### config.mk
export PLATFORM = sky130hd
export DESIGN_NAME = mmc3_scanline_irq_flat
export DESIGN_NICKNAME = d
export VERILOG_FILES = /design/src/rtl/mmc3_scanline_irq_if.sv /design/src/rtl/mmc3_scanline_irq.sv /design/src/flat_wrapper.sv
export SDC_FILE = /design/constraint.sdc
export NUM_CORES = 1
export LEC_CHECK = 0
export ABC_AREA = 0
export CORE_ASPECT_RATIO = 0.6
export CORE_UTILIZATION = 45
export CTS_CLUSTER_SIZE = 20
export DETAILED_ROUTE_END_ITERATION = 10
export GPL_TIMING_DRIVEN = 0
export PLACE_DENSITY = 0.76
export SYNTH_ARGS = -nofsm -noshare
export SYNTH_HDL_FRONTEND = slang
export SYNTH_SLANG_ARGS = --single-unit
### constraint.sdc
create_clock -name clk -period 2.6 [get_ports clk]
set_input_delay 0.65 -clock clk [delete_from_list [all_inputs] [get_ports clk]]
set_output_delay 0.65 -clock clk [all_outputs]
set_load 0.01 [all_outputs]
### src/rtl/mmc3_scanline_irq_if.sv
// Bus bundle for the MMC3 scanline IRQ stage: CPU register writes, PPU A12 and the IRQ outputs.
interface mmc3_scanline_irq_if;
  logic        ce;
  logic        prg_write;
  logic [15:0] prg_ain;
  logic [7:0]  prg_din;
  logic        chr_a12;
  logic        irq_out;
  logic        a12_clk;
  logic [7:0]  counter_dbg;

  modport master (
    output ce, prg_write, prg_ain, prg_din, chr_a12,
    input  irq_out, a12_clk, counter_dbg
  );

  modport slave (
    input  ce, prg_write, prg_ain, prg_din, chr_a12,
    output irq_out, a12_clk, counter_dbg
  );
endinterface

### src/rtl/mmc3_scanline_irq.sv
// MMC3-class scanline IRQ: filters PPU A12 into scanline clocks, runs the reloadable
// 8-bit down-counter and decodes the $C000-$FFFF IRQ registers.
module mmc3_scanline_irq #(
  parameter int A12_LOW_CE   = 3,
  parameter int ALT_BEHAVIOR = 0
) (
  input  logic                clk,
  input  logic                reset,
  mmc3_scanline_irq_if.slave  bus
);

  localparam logic [3:0] LOW_MAX = 4'(A12_LOW_CE);

  logic [7:0] counter_q, counter_d;
  logic [7:0] latch_q, latch_d;
  logic       reload_q, reload_d;
  logic       en_q, en_d;
  logic       irq_q, irq_d;
  logic       a12_clk_q, a12_clk_d;
  logic       a12_prev_q, a12_prev_d;
  logic [3:0] low_cnt_q, low_cnt_d;

  logic       reg_wr_s;
  logic       rise_s;
  logic [7:0] step_s;
  logic       irq_hit_s;
  logic       unused_ain_s;

  assign unused_ain_s = ^bus.prg_ain[12:1];

  assign reg_wr_s  = bus.ce && bus.prg_write && bus.prg_ain[15] && bus.prg_ain[14];
  assign rise_s    = bus.ce && bus.chr_a12 && !a12_prev_q && (low_cnt_q == LOW_MAX);
  assign step_s    = ((counter_q == 8'd0) || reload_q) ? latch_q : (counter_q - 8'd1);
  // Old-style parts only fire when the counter actually moved onto zero.
  assign irq_hit_s = (step_s == 8'd0) && en_q &&
                     ((ALT_BEHAVIOR == 0) || (counter_q != 8'd0) || reload_q);

  // Next-state: filter and counter step first, then any register write overrides.
  always_comb begin
    counter_d  = counter_q;
    latch_d    = latch_q;
    reload_d   = reload_q;
    en_d       = en_q;
    irq_d      = irq_q;
    a12_clk_d  = 1'b0;
    a12_prev_d = a12_prev_q;
    low_cnt_d  = low_cnt_q;

    if (bus.ce) begin
      a12_prev_d = bus.chr_a12;
      if (bus.chr_a12) begin
        low_cnt_d = 4'd0;
      end else if (low_cnt_q != LOW_MAX) begin
        low_cnt_d = low_cnt_q + 4'd1;
      end else begin
        low_cnt_d = low_cnt_q;
      end

      if (rise_s) begin
        a12_clk_d = 1'b1;
        counter_d = step_s;
        reload_d  = 1'b0;
        if (irq_hit_s) begin
          irq_d = 1'b1;
        end else begin
          irq_d = irq_q;
        end
      end else begin
        a12_clk_d = 1'b0;
      end

      if (reg_wr_s) begin
        case ({bus.prg_ain[13], bus.prg_ain[0]})
          2'b00: latch_d = bus.prg_din;
          2'b01: begin
            counter_d = 8'd0;
            reload_d  = 1'b1;
          end
          2'b10: begin
            en_d  = 1'b0;
            irq_d = 1'b0;
          end
          2'b11: en_d = 1'b1;
          default: en_d = en_q;
        endcase
      end else begin
        en_d = en_d;
      end
    end else begin
      a12_clk_d = 1'b0;
    end
  end

  // State and output registers.
  always_ff @(posedge clk or posedge reset) begin
    if (reset) begin
      counter_q  <= 8'd0;
      latch_q    <= 8'd0;
      reload_q   <= 1'b0;
      en_q       <= 1'b0;
      irq_q      <= 1'b0;
      a12_clk_q  <= 1'b0;
      a12_prev_q <= 1'b0;
      low_cnt_q  <= 4'd0;
    end else begin
      counter_q  <= counter_d;
      latch_q    <= latch_d;
      reload_q   <= reload_d;
      en_q       <= en_d;
      irq_q      <= irq_d;
      a12_clk_q  <= a12_clk_d;
      a12_prev_q <= a12_prev_d;
      low_cnt_q  <= low_cnt_d;
    end
  end

  assign bus.irq_out     = irq_q;
  assign bus.a12_clk     = a12_clk_q;
  assign bus.counter_dbg = counter_q;

endmodule

### src/flat_wrapper.sv
// flat-port wrapper written by rule: the top's interface ports become plain ports
module mmc3_scanline_irq_flat 
#(
  parameter int A12_LOW_CE   = 3,
  parameter int ALT_BEHAVIOR = 0
)
  (clk, reset, bus_ce, bus_prg_write, bus_prg_ain, bus_prg_din, bus_chr_a12, bus_irq_out, bus_a12_clk, bus_counter_dbg);
  mmc3_scanline_irq_if bus_i ();
  input  logic clk;
  input  logic reset;
  input wire logic [$bits(bus_i.ce)-1:0] bus_ce;
  input wire logic [$bits(bus_i.prg_write)-1:0] bus_prg_write;
  input wire logic [$bits(bus_i.prg_ain)-1:0] bus_prg_ain;
  input wire logic [$bits(bus_i.prg_din)-1:0] bus_prg_din;
  input wire logic [$bits(bus_i.chr_a12)-1:0] bus_chr_a12;
  output wire logic [$bits(bus_i.irq_out)-1:0] bus_irq_out;
  output wire logic [$bits(bus_i.a12_clk)-1:0] bus_a12_clk;
  output wire logic [$bits(bus_i.counter_dbg)-1:0] bus_counter_dbg;
  assign bus_i.ce = bus_ce;
  assign bus_i.prg_write = bus_prg_write;
  assign bus_i.prg_ain = bus_prg_ain;
  assign bus_i.prg_din = bus_prg_din;
  assign bus_i.chr_a12 = bus_chr_a12;
  assign bus_irq_out = bus_i.irq_out;
  assign bus_a12_clk = bus_i.a12_clk;
  assign bus_counter_dbg = bus_i.counter_dbg;
  mmc3_scanline_irq #(.A12_LOW_CE(A12_LOW_CE), .ALT_BEHAVIOR(ALT_BEHAVIOR)) u_core (.clk(clk), .reset(reset), .bus(bus_i));
endmodule
==> results.md, run 1 <==
- Initial Utilization: 0.494
- Final ANT Viol Nets: 0
- # IOs: 39
- Post-Syn Area: 1470 um^2
- Via count: 1220
- Die Height: 46.3 um
- Critical path capture point type: register
- CTS H-tree depth: 1
- Synth cell count leaders: dfrtp_1 (25), nor2_1 (10), mux2_2 (9), nand2_1 (9), o21ai_0 (8)
- Area share of the largest cell type after synthesis: 0.425
- Gpl congestion: 0.870
- Clock sink count: 25
- Clk_lat worst skew: 0.27 ns
- Postcts setup bufs: 0
- Final Cell Area: 1830 um^2
- Die area: 3510 um^2
- Placed Area: 1790 um^2
- CTS Hold Bufs: 0
- Drt total wl: 3.36 mm
- Core area: 2980 um^2
- Vias in the first global route: 1149
- IO buf count: 26
- Seq/Total Area, Yosys: 0.425
- Post-Route Skew: 0.00387 ns
- Gr ovfl total: 0
- Post-synth top flop: dfrtp_1
- CP arrival: 2.48 ns
- Layout cells sized above 1: 0.178
- Vias/cell: 5.78
- Final nets: 202
- Synth area leaders: dfrtp_1 (42%), mux2_2 (6.9%), o21ai_0 (2.7%), ha_1 (2.5%), nand2b_1 (2.5%)
- Outcome: finished clean
- Crit path from: bus_ce
- Flop2flop setup slack: 0.58 ns
- Synth async-reset ratio: 1.00
- Tcrit/Tclk final: 0.900
- Setup violators final: 0
- Pin count of the biggest net entering global routing: 26
- Slew Limit Fails: 0
- Min Hold Slack: 0.513 ns
- Drt drc: 0
- Max Buffers Root-to-Sink: 2
- Number of flops mapped to enable cells by yosys: 0
- Die X: 75.9 um
- DR WL/cell: 15.9 um
- First-pass DRT Iterations: 4
- Max-Slew Margin vs Limit: 0.368
- Initial antenna violation count: 0
- Tot GR Track Use: 0.222
- N_diodes: 0
- Layout Utilization: 0.614
- Num CTS Buffers: 3
- Synthesis-stage register bit count: 25
- Area growth syn-to-layout: 24.4%
- Crit path required time: 2.74 ns
- Start of the worst register-to-register path: u_core.bus.counter_dbg[0]$_DFFE_PP0P_
- RSZ-0062 raised after global routing: no
- Tot Pwr: 1.65 mW
- Ys Warns: 0
- Setup crit start kind: primary input
- Synth unique cells: 50
- Net count after synthesis: 171
- CTS tree: done
- CTS clk-pin slew, worst paths: 0.09 ns
- First-pass GRT wire length: 5.60 mm
- Peak VDD IR: 0.000320 V
- Mean Syn Cell Area: 10.6 um^2
- Pre-CTS setup slack: -0.0150 ns
- Cell taking the most area after synthesis: dfrtp_1
- Worst-Margin Slew: 0.947 ns
- Max cap viols: 0
- Root Buffer: clkbuf_8
- Most frequent cell after synthesis: dfrtp_1
- CP Class: in2reg
- Final hold vios: 0
- Crit path max fanout: 10
- Inst Count DP: 207
- Power Density: 903 nW/um^2
- First DRT Iteration DRCs: 96
- Post-route setup slack: 0.261 ns
- Minimum clock period: 2.34 ns
- Total Negative Setup Slacks: 0 ns
- Number of cell rows: 15
- Detail Placement HPWL: 2.55 mm
- Number of non-filler instances in the completed layout: 211
- Max Freq: 427 MHz
- Lkg Pwr: 0.773 nW
- # resized after CTS: 0
- Mapped Cells: 139
- Hold Path Class: reg2reg
- Hold path start: u_core.en_q$_DFFE_PP0P_
path summary, 6_finish.rpt:
check / to / cells after the start
setup / recovery: u_core.bus.counter_dbg[5]$_DFFE_PP0P_ / 9
hold / removal: u_core.en_q$_DFFE_PP0P_ / 1
setup reg to reg: u_core.bus.counter_dbg[6]$_DFFE_PP0P_ / 7
hold reg to reg: u_core.en_q$_DFFE_PP0P_ / 1
max in group asynchronous: u_core.bus.counter_dbg[7]$_DFFE_PP0P_ / 2
min in group asynchronous: u_core.bus.a12_clk$_DFF_PP0_ / 2
flip-flops by register name, summed over array words and instances (netlist names):
name,cells
u_core.bus.irq_out,1
u_core.en_q,1
u_core.latch_q,8
u_core.a12_prev_q,1
u_core.bus.counter_dbg,8
u_core.low_cnt_q,4
u_core.reload_q,1
u_core.bus.a12_clk,1
per-layer routing:
metal / vias to the layer above / wire (um) / global-route usage
met5: - / 0 / 0
met4: 0 / 8 / 0.0333
met3: 2 / 296 / 0.0591
met2: 56 / 1410 / 0.329
met1: 587 / 1640 / 0.329
li1: 575 / - / -
where the power goes:
group / internal, mW / switching, mW
Sequential: 0.472 / 0.122
Combinational: 0.402 / 0.429
Clock: 0.107 / 0.122
cells in the final DEF (no fill, tap or decap), types with 4 or more instances in the layout:
cell type        count
nor2_1              10
inv_1                7
a21oi_1              6
dfrtp_1             25
mux2_2               9
nand3_1              4
clkdlybuf4s50_1     26
o21ai_0              8
nand2b_1             6
nand2_1              9
cell type report:
cell class / instances / area, um^2
sequential: 25 / 626
timing repair buffer: 26 / 260
multi-input combinational: 101 / 751
buffer: 4 / 50.0
tap: 42 / 52.6
fill: 248 / 1150
inverter: 9 / 46.3
clock inverter: 1 / 5.00
clock buffer: 3 / 41.3
cell families (layout without fill, tap and decap cells):
group | count (synthesis) | count (layout) | share of synthesized area
AND/OR/NAND/NOR | 46 | 46 | 0.189
AO/OA/AOI/OAI | 39 | 39 | 0.199
flip-flops | 25 | 25 | 0.425
buffers and inverters | 13 | 43 | 0.0654
multiplexers | 12 | 12 | 0.0901
adder cells (fa/ha/maj) | 3 | 3 | 0.0255
XOR/XNOR | 1 | 1 | 0.00595
worst max-delay path: stages:
cell and delay [ns]:
clkdlybuf4s50_1 0.60, nand2b_1 0.11, or4_4 0.49, buf_6 0.16
clkinv_8 0.05, buf_12 0.11, o21ai_0 0.08, a22oi_1 0.16
nor2_1 0.05
(Power assumes the default switching activity.)
==> run 2, diff against run 1 <==
--- a/config.mk
+++ b/config.mk
@@ -8,6 +8,7 @@
 export ABC_AREA = 0
 export CORE_ASPECT_RATIO = 0.6
 export CORE_UTILIZATION = 45
+export CTS_CLUSTER_DIAMETER = 150
 export CTS_CLUSTER_SIZE = 20
 export DETAILED_ROUTE_END_ITERATION = 10
 export GPL_TIMING_DRIVEN = 0
==> results of run 2 <==
The final DEF is identical to that of run 1; final timing and power are the same.
==> run 3, diff against run 2 <==
--- a/config.mk
+++ b/config.mk
@@ -7,6 +7,7 @@
 export LEC_CHECK = 0
 export ABC_AREA = 0
 export CORE_ASPECT_RATIO = 0.6
+export CORE_MARGIN = 4
 export CORE_UTILIZATION = 45
 export CTS_CLUSTER_DIAMETER = 150
 export CTS_CLUSTER_SIZE = 20
==> run 3 against run 2 <==
Effect of this change: largest power group unchanged; register-to-register slack better by 0.03 ns; utilization down 0.30 points; power up 0.24%; via count down 2.6%; worst setup slack better by 0.0092 ns; largest cell class unchanged; critical path depth down 5; clock power up 3%; wire length down 1.1%.
==> results.md, run 3 (synthesized netlist as in run 1, its figures left out) <==
- Final hold vios: 0 (unchanged)
- Power Density: 904 nW/um^2 (+0.10%)
- WP depth: 4 (-5)
- Max cap viols: 0 (unchanged)
- Max-Slew Margin vs Limit: 0.373 (+0.00534)
- Via count: 1188 (-2.6%)
- Core area: 3000 um^2 (+0.63%)
- Pre-CTS setup slack: -0.0184 ns (-0.00340 ns)
- Clock sink count: 25 (unchanged)
- Initial antenna violation count: 0 (unchanged)
- Critical path capture point type: register
- Drt total wl: 3.32 mm (-1.1%)
- Post-route setup slack: 0.270 ns (+0.00917 ns)
- Crit path required time: 2.76 ns (+0.02 ns)
- Setup violators final: 0 (unchanged)
- Final nets: 202 (unchanged)
- Die area: 4280 um^2 (+22%)
- Minimum clock period: 2.33 ns (-0.00917 ns)
- First-pass DRT Iterations: 4 (unchanged)
- Start of the worst register-to-register path: u_core.bus.counter_dbg[0]$_DFFE_PP0P_
- Die Height: 52.3 um (+13%)
- Root Buffer: clkbuf_8
- First DRT Iteration DRCs: 52 (-46%)
- Max Buffers Root-to-Sink: 2 (unchanged)
- Most common cell after layout, fill and taps aside: clkdlybuf4s50_1
- Total Negative Setup Slacks: 0 ns (unchanged)
- Initial Utilization: 0.490 (-0.00308)
- Final ANT Viol Nets: 0 (unchanged)
- DR WL/cell: 15.7 um (-1.1%)
- Outcome: finished clean
- Hold Path Class: reg2reg
- CP Class: in2reg
- Slew Limit Fails: 0 (unchanged)
- Peak VDD IR: 0.000434 V (+36%)
- Gpl congestion: 0.840 (-3.4%)
- # IOs: 39 (unchanged)
- Min Hold Slack: 0.521 ns (+0.00824 ns)
- Postcts setup bufs: 0 (unchanged)
- CP arrival: 2.49 ns (about the same)
- CTS clk-pin slew, worst paths: 0.08 ns (about the same)
- Hold path start: u_core.en_q$_DFFE_PP0P_
- Critical-path top delay cell: nor3_2
- CTS Hold Bufs: 0 (unchanged)
- Vias/cell: 5.63 (-2.6%)
- Most frequent cells in the layout: clkdlybuf4s50_1 (26), dfrtp_1 (25), nor2_1 (10)
- Buffer and inverter count on the worst path: 1 (-3)
- Clk_lat worst skew: 0.27 ns (about the same)
- N_diodes: 0 (unchanged)
- Lkg Pwr: 0.769 nW (-0.49%)
- Crit path max fanout: 9 (-1)
- Crit-path max cell delay: 0.63 ns (+0.03 ns)
- Detail Placement HPWL: 2.56 mm (+0.47%)
- Worst Reg-to-Reg Cells: 7 (unchanged)
- Pin count of the biggest net entering global routing: 26 (unchanged)
- CTS H-tree depth: 1 (unchanged)
- Layout cells sized above 1: 0.178 (unchanged)
- Post-Route Skew: 0.00724 ns (+0.00337 ns)
- Num CTS Buffers: 3 (unchanged)
- Die X: 81.9 um (+7.9%)
- First-pass GRT wire length: 5.59 mm (-0.11%)
- Tot GR Track Use: 0.176 (-0.0462)
- Worst path top cell family by delay: simple AND/OR/NAND/NOR gates
- Area growth syn-to-layout: 24.6%
- Setup crit start kind: primary input
- CTS tree: done
- Max Freq: 429 MHz (+0.39%)
- Tcrit/Tclk final: 0.896 (-0.00353)
- Layout Utilization: 0.611 (-0.00300)
- Hold-critical path depth: 1 (unchanged)
- Drt drc: 0 (unchanged)
- IO buf count: 26 (unchanged)
- Gr ovfl total: 0 (unchanged)
- Number of cell rows: 15 (unchanged)
- Worst-Margin Slew: 0.939 ns (-0.00799 ns)
- Crit path from: bus_ce
- RSZ-0062 raised after global routing: no
- Vias in the first global route: 1200 (+4.4%)
- # resized after CTS: 0 (unchanged)
- Critical path, cell by cell: clkdlybuf4s50_1 -> nand4_1 -> nor3_2 -> mux2_2
==> run 3: changes by cell type in the layout (fill, tap and decap cells not counted) <==
cell | before | now
clkinvlp_4 | 0 | 1
clkinv_2 | 1 | 0
==> run 3: final cells by class <==
cell class	instances	area, um^2
Fill cell	253	1170
Clock buffer	3	41.3
Buffer	4	50.0
Sequential cell	25	626
Tap cell	42	52.6
Clock inverter	1	7.51
Multi-Input combinational cell	101	751
Inverter	9	46.3
Timing Repair Buffer	26	260
==> run 3: metrics by stage <==
stage / instances / total power, mW / instance area [um^2]
after floorplan: 139 / 1.17 / 1470
after global placement: 207 / 1.39 / 1790
after detailed placement: 207 / 1.42 / 1790
after CTS: 211 / 1.66 / 1830
after global routing: 211 / 1.79 / 1830
final: 211 / 1.66 / 1830
==> run 3: worst paths after layout <==
check | endpoint | slack [ns]
max | u_core.latch_q[6]$_DFFE_PP0P_ | 0.27
min | u_core.en_q$_DFFE_PP0P_ | 0.52
max reg2reg | u_core.bus.counter_dbg[6]$_DFFE_PP0P_ | 0.61
min reg2reg | u_core.en_q$_DFFE_PP0P_ | 0.52
min in group asynchronous | u_core.low_cnt_q[3]$_DFFE_PP0P_ | 0.88
max in group asynchronous | u_core.latch_q[5]$_DFFE_PP0P_ | 1.14
==> run 3: where the power goes <==
part           internal (mW)  switching [mW]
registers              0.472           0.115
logic                  0.401           0.432
clock network          0.109           0.128
==> run 3: worst reg2reg max path: cells and delay by family, from the launching register on <==
kind	cells	cell delay, ns
AND/OR/NAND/NOR	3	0.83
AO/OA/AOI/OAI	2	0.22
adder cells (fa/ha/maj)	1	0.22
buffers and inverters	1	0.13
flip-flops	1	0.46
==> run 3: layer usage <==
metal	routed length, um	track usage	vias to the layer above
met4	28	0.0414	0
met1	1680	0.242	587
met5	0	0	-
met2	1480	0.280	21
met3	120	0.0412	4
li1	-	-	576
